`src/rtl/rgb_to_gray_pkg.sv`:
```
// Shared constants and types for the RGB-to-gray streaming converter.
// Luma weights sum to 256, so the weighted sum shifted right by 8 always fits a byte.
package rgb_to_gray_pkg;

  localparam int unsigned COEF_R      = 77;
  localparam int unsigned COEF_G      = 150;
  localparam int unsigned COEF_B      = 29;
  localparam int unsigned GRAY_SHIFT  = 8;
  localparam int unsigned ROUND_CONST = 128;

  typedef enum logic [1:0] {
    IDLE   = 2'd0,
    ACTIVE = 2'd1,
    FLUSH  = 2'd2
  } state_t;

  function automatic logic [15:0] mulCoef(input logic [7:0] chan, input logic [7:0] coef);
    return 16'(chan) * 16'(coef);
  endfunction

endpackage

```
`src/rtl/rgb_to_gray_pipe.sv`:
```
// Two-stage gray datapath: S1 registers the weighted channel products, S2 the scaled sum.
// Define GRAY_ROUND_EN to round half-up instead of truncating.
module rgb_to_gray_pipe
  import rgb_to_gray_pkg::*;
(
  input  logic        clk,
  input  logic        rstN,
  input  logic        advance,
  input  logic        inValid,
  input  logic [23:0] inPixel,
  output logic        s1Valid,
  output logic        outValid,
  output logic [7:0]  outGray
);

`ifdef GRAY_ROUND_EN
  localparam logic ROUND_EN = 1'b1;
`else
  localparam logic ROUND_EN = 1'b0;
`endif

  localparam logic [15:0] ROUND_ADD = ROUND_EN ? 16'(ROUND_CONST) : 16'd0;

  logic [15:0] prodR;
  logic [15:0] prodG;
  logic [15:0] prodB;
  logic [15:0] sum;

  // Worst case 256*255 + 128 = 65408, so the 16-bit sum cannot overflow.
  assign sum = prodR + prodG + prodB + ROUND_ADD;

  always_ff @(posedge clk or negedge rstN) begin
    if (!rstN) begin
      s1Valid <= 1'b0;
      prodR   <= '0;
      prodG   <= '0;
      prodB   <= '0;
    end else if (advance) begin
      s1Valid <= inValid;
      if (inValid) begin
        prodR <= mulCoef(inPixel[23:16], 8'(COEF_R));
        prodG <= mulCoef(inPixel[15:8],  8'(COEF_G));
        prodB <= mulCoef(inPixel[7:0],   8'(COEF_B));
      end
    end
  end

  // Output only moves on advance, which keeps it frozen while the consumer stalls.
  always_ff @(posedge clk or negedge rstN) begin
    if (!rstN) begin
      outValid <= 1'b0;
      outGray  <= '0;
    end else if (advance) begin
      outValid <= s1Valid;
      if (s1Valid) begin
        outGray <= 8'(sum >> GRAY_SHIFT);
      end
    end
  end

endmodule

```
`src/rtl/rgb_to_gray_stream.sv`:
```
// Avalon-ST RGB frame to gray pixel stream with frame tracking and sticky framing error.
// Optional GRAY_ROUND_EN selects round-half-up in the datapath.
module rgb_to_gray_stream
  import rgb_to_gray_pkg::*;
#(
  parameter int IMG_X_SIZE = 100,
  parameter int IMG_Y_SIZE = 100
) (
  input  logic        clk_i,
  input  logic        rst_i,
  input  logic [23:0] SinkData_i,
  input  logic        sinkValid_i,
  input  logic        sinkSop_i,
  input  logic        sinkEop_i,
  output logic        sinkReady_o,
  output logic [7:0]  GrayImg_o,
  output logic        grayValid_o,
  input  logic        grayReady_i,
  output logic        frameDone_o,
  output logic        frameErr_o
);

  localparam int N     = IMG_X_SIZE * IMG_Y_SIZE;
  localparam int CNT_W = $clog2(N + 1);
  localparam logic [CNT_W-1:0] LAST = CNT_W'(N);

  state_t           stateReg;
  state_t           stateNext;
  logic [CNT_W-1:0] countReg;
  logic [CNT_W-1:0] countNext;
  logic [CNT_W-1:0] beatCount;
  logic             errReg;
  logic             errNext;
  logic             doneReg;
  logic             doneNext;

  logic advance;
  logic accepted;
  logic forward;
  logic s1Valid;
  logic pipeEmpty;

  assign advance     = !grayValid_o || grayReady_i;
  assign sinkReady_o = (stateReg != FLUSH) && advance;
  assign accepted    = sinkValid_i && sinkReady_o;
  // Nothing is accepted in FLUSH, so only stray non-sop beats in IDLE are dropped.
  assign forward     = accepted && ((stateReg == ACTIVE) || sinkSop_i);
  assign pipeEmpty   = !s1Valid && !grayValid_o;

  rgb_to_gray_pipe uPipe (
    .clk      (clk_i),
    .rstN     (rst_i),
    .advance  (advance),
    .inValid  (forward),
    .inPixel  (SinkData_i),
    .s1Valid  (s1Valid),
    .outValid (grayValid_o),
    .outGray  (GrayImg_o)
  );

  always_ff @(posedge clk_i or negedge rst_i) begin
    if (!rst_i) begin
      stateReg <= IDLE;
      countReg <= '0;
      errReg   <= 1'b0;
      doneReg  <= 1'b0;
    end else begin
      stateReg <= stateNext;
      countReg <= countNext;
      errReg   <= errNext;
      doneReg  <= doneNext;
    end
  end

  always_comb begin
    stateNext = stateReg;
    countNext = countReg;
    errNext   = errReg;
    doneNext  = 1'b0;
    beatCount = sinkSop_i ? CNT_W'(1) : countReg + CNT_W'(1);

    case (stateReg)
      IDLE: begin
        if (accepted && sinkSop_i) begin
          errNext   = 1'b0;
          countNext = beatCount;
          stateNext = ACTIVE;
        end
      end
      ACTIVE: begin
        if (accepted) begin
          countNext = beatCount;
          if (sinkSop_i) begin
            errNext = 1'b1;
          end
        end
      end
      FLUSH: begin
        if (pipeEmpty) begin
          doneNext  = 1'b1;
          countNext = '0;
          stateNext = IDLE;
        end
      end
      default: stateNext = IDLE;
    endcase

    // Frame end: either the pixel budget is reached or eop arrives; anything but both together is an error.
    if (forward) begin
      if (beatCount == LAST) begin
        stateNext = FLUSH;
        if (!sinkEop_i) begin
          errNext = 1'b1;
        end
      end else if (sinkEop_i) begin
        stateNext = FLUSH;
        errNext   = 1'b1;
      end
    end
  end

  assign frameDone_o = doneReg;
  assign frameErr_o  = errReg;

endmodule

```
`config.mk`:
```
export PLATFORM = sky130hd
export DESIGN_NAME = rgb_to_gray_stream
export DESIGN_NICKNAME = d
export VERILOG_FILES = /design/src/rtl/rgb_to_gray_pkg.sv /design/src/rtl/rgb_to_gray_pipe.sv /design/src/rtl/rgb_to_gray_stream.sv
export SDC_FILE = /design/constraint.sdc
export NUM_CORES = 1
export LEC_CHECK = 0
export ABC_AREA = 1
export CORE_MARGIN = 4
export CORE_UTILIZATION = 55
export DETAILED_ROUTE_END_ITERATION = 7
export PLACE_DENSITY = 0.78
export SYNTH_ARGS = -nofsm -noshare
export SYNTH_HDL_FRONTEND = slang
export SYNTH_HIERARCHICAL = 1
export SYNTH_SLANG_ARGS = --single-unit
```
`constraint.sdc`:
```
create_clock -name clk_i -period 2.7 [get_ports clk_i]
set_input_delay 0.675 -clock clk_i [delete_from_list [all_inputs] [get_ports clk_i]]
set_output_delay 0.675 -clock clk_i [all_outputs]
set_load 0.01 [all_outputs]
```
==> flow_summary.toml <==
[status]
outcome = "complete, but fails checks"
violations = "setup timing"

[job]
drv_cap = 0

[detailed_routing]
via_count = 7116
drtPass1Iterations = 5
wl_per_cell_um = 15.9
wirelength_um = 20600
drc = 0
avgViaCountPerCell = 5.48
drt_iter0_markers = 632
postRouteAntennaNets = 0

[yosys]
ys_warn_count = 6
netlist_area_sq_mm = 0.00729
synth-compound-area-share_pct = 8.63
synthCells = 967
synth_mux_area_share_pct = 0
synth.area.top_cells = "dfrtp_1 24%, ha_1 20%, nand2_1 13%, fa_1 10%, inv_1 9.0%"
syn-num-nets = 1149
synth_seq_cells = 71
synthSimpleGateAreaFrac_pct = 25.7
seq_area_frac_synth_pct = 24.4
synth.largest_area_cell = "dfrtp_1"
synth.top_cell.area_share_pct = 24.4
synth_top_family_by_area = "adder cells"
syn_area_per_cell_sq_um = 7.54
synth-xor-area-share_pct = 1.44
synth_fa_ha_area_share_pct = 30.0
ys_types = 36

[die]
io_pins = 42
core_area_sq_mm = 0.0128
die-area_sq_mm = 0.0152
fp.dieW_um = 123
start_util_pct = 56.9
die_h_um = 123
rows = 41

[cells_and_area]
stdcell_area_sq_mm = 0.0101
diodes = 0
area_delta_synth_final_pct = 39.0
fin_nets = 1303
drive_above_1_share_pct = 29.7
finish.utilization_pct = 79.0

[timing]
fin_hold_ws_ns = 0.350
grt_setup_unrepaired = "yes"
skew_ns = 0.00528
tightestPinTransition_ns = 0.380
worst_slack_ns = -0.468
min_period_ns = 3.17
finalCritPeriodShare_pct = 117
slew_violations = 0
maxSlewHeadroom_pct = 74.6
max_freq_ghz = 0.316
hold_viol = 0
setup_viol = 23

[clock_network]
clkTransAtPathRegs_ns = 0.06
clk_latency_ns = 0.34
htree_levels = 3
cts_root_buffer = "clkbuf_16"
cts_buffers = 9
clockBufferDepth = 2
cts_sinks = 71
tritoncts = "built"
ctsHoldBuffers = 0

[power_and_ir_drop]
p_sw_w = 0.00480
p_per_area_mw_per_mm2 = 977
p_seq_share_pct = 17.7
max-vdd-ir-drop_uv = 603
clkPwrFrac_pct = 11.9
finalPower_w = 0.00990
leakagePower_nw = 5.10
swShare_pct = 48.5
combPwrFrac_pct = 70.4
intPower_w = 0.00510

[setup_path]
critPathSlowestCell = "fa_1"
crit_type = "primary input to register"
slowest_delay_ns = 0.52
worst_ep_required_time_ns = 2.93
crit_arrival_ns = 3.40
path_cells = "buf_6 > ha_4 > ha_4 > inv_2 > fa_1 > fa_1 > inv_2 > ha_4 > nand2_2 > o21ai_0 > nand2_1 > nand3_1 > nand2_1 > nand3_1 > nand2_1"
crit_fanout = 4
cp-start-kind = "primary input"
critPathBufInv = 3
critPathTopFamily = "adder cells"
cp-end-kind = "register"

[placed_design]
place_area_sq_mm = 0.00899
portBuffers = 41
place_ws_ns = -1.17
hpwlAfterDp_um = 13600
place.gp.congestion = 0.971

[grt]
grt_start_max_net_pins = 72
grt_pass1_wl_um = 31100
antenna_found_initial = 0
track_usage_pct = 25.5
grt.overflow.total = 0
grt_pass1_vias = 6793

[min_path]
hold_path_class = "primary input to async pin"
through the flow:
| stage | instances | setup TNS [ns] |
|---|---|---|
| after floorplan | 967 | -6.23 |
| after global placement | 1272 | -26.57 |
| after detailed placement | 1272 | -28.22 |
| after CTS | 1293 | -4.96 |
| after global routing | 1298 | -8.37 |
| final | 1298 | -6.77 |
worst reg2reg max path: cells and delay by family, from the launching register on:
kind	cells	cell delay, ns
AOI/OAI and AO/OA	1	0.23
DFF	1	0.41
and+or+nand+nor	7	0.64
adders and majority gates	2	0.85
flip-flops by register name, indices dropped and copies added, names as in the netlist:
| register | count |
|---|---|
| uPipe/prodR | 15 |
| uPipe/prodB | 13 |
| frameDone_o | 1 |
| uPipe/s1Valid | 1 |
| uPipe/outValid | 1 |
| uPipe/outGray | 8 |
| frameErr_o | 1 |
| uPipe/prodG | 15 |
| stateReg | 2 |
| countReg | 14 |
worst paths after layout:
check                                 start                to  slack [ns]  cells after the start
min reg2reg                uPipe/outGray[1]  uPipe/outGray[1]        0.48                      2
min in group clk_i         uPipe/outGray[1]  uPipe/outGray[1]        0.48                      2
max in group asynchronous             rst_i    uPipe/prodR[3]        2.04                      2
max reg2reg                  uPipe/prodR[4]  uPipe/outGray[3]        0.45                     10
min                                   rst_i       countReg[9]        0.35                      2
max                          SinkData_i[14]   uPipe/prodG[13]       -0.47                     15
cell usage in the layout, fill, tap and decap left out, types with 4 or more instances in the layout:
master / count
inv_2: 28
nand2_4: 10
dfrtp_1: 71
buf_2: 6
nand3_2: 17
buf_6: 19
ha_1: 64
ha_4: 49
o32ai_1: 8
o21ai_2: 5
o21bai_1: 4
o21ai_1: 12
nand3_1: 61
xor2_1: 5
a21oi_1: 22
clkbuf_16: 9
nand4_1: 13
a21oi_4: 13
nor2_2: 13
nor2_1: 53
nor2_4: 7
clkdlybuf4s50_1: 18
buf_4: 101
nand2_2: 22
o22ai_1: 5
fa_1: 35
inv_1: 146
o21ai_0: 23
a21oi_2: 6
nand2_1: 231
cells by family (layout without fill, tap and decap cells):
family / after synthesis / after routing
AND/OR/NAND/NOR: 438 / 438
buffers and inverters: 188 / 347
adder cells (fa/ha/maj): 152 / 152
AO/OA/AOI/OAI: 106 / 106
flip-flops: 71 / 71
XOR/XNOR: 12 / 12
metal layers:
metal / global-route usage (%) / vias up / part of all wire (%)
li1: - / 3421 / -
met1: 34.2 / 3380 / 42
met2: 43.0 / 267 / 50
met3: 4.44 / 48 / 5.5
met4: 6.30 / 0 / 2.4
met5: 0 / - / 0
cells in the mapped netlist:
master and count:
nand3_2 4, a21oi_1 37, nor2_4 3, nor3_1 4, a21o_1 2, a31oi_1 3, o22ai_1 5, nand2_2 4
o32ai_1 8, and2_1 2, clkbuf_1 4, inv_2 2, nor2_2 4, inv_1 175, ha_1 114, or2_1 1
xor2_1 6, nand4_1 13, nor2_1 66, o211ai_1 1, o21ai_0 37, nor3_2 2, xnor2_1 6, fa_1 38
dfrtp_1 71, nand2_4 1, o21bai_1 4, o21ai_1 1, buf_2 6, a31oi_2 1, a21oi_4 1, a21oi_2 3
clkbuf_8 1, nand3_1 76, o21ai_2 3, nand2_1 258
final cells by class:
| type | instances | area, sq um |
|---|---|---|
| fillers | 815 | 2690 |
| clock inverters | 4 | 45.0 |
| inverters | 177 | 673 |
| repair buffers | 154 | 1300 |
| flip-flops and latches | 71 | 1780 |
| well taps | 172 | 215 |
| multi-input cells | 708 | 5880 |
| clock buffers | 12 | 246 |
power groups by stage:
| stage | clock network [W] | logic (W) | registers (W) |
|---|---|---|---|
| 2_1_floorplan | 0 | 0.00407 | 0.00169 |
| 3_3_place_gp | 0 | 0.00560 | 0.00174 |
| 3_5_place_dp | 0 | 0.00575 | 0.00175 |
| 4_1_cts | 0.00119 | 0.00626 | 0.00174 |
| 5_1_grt | 0.00124 | 0.00767 | 0.00179 |
| 6_report | 0.00118 | 0.00697 | 0.00175 |
repair_timing:
action,4_1_cts,5_1_grt
resized for setup,166,74
setup buffers,5,6
pin swaps,99,69
endpoints found under the setup margin,30,27
Note: power is estimated with default switching activity, not from simulation.
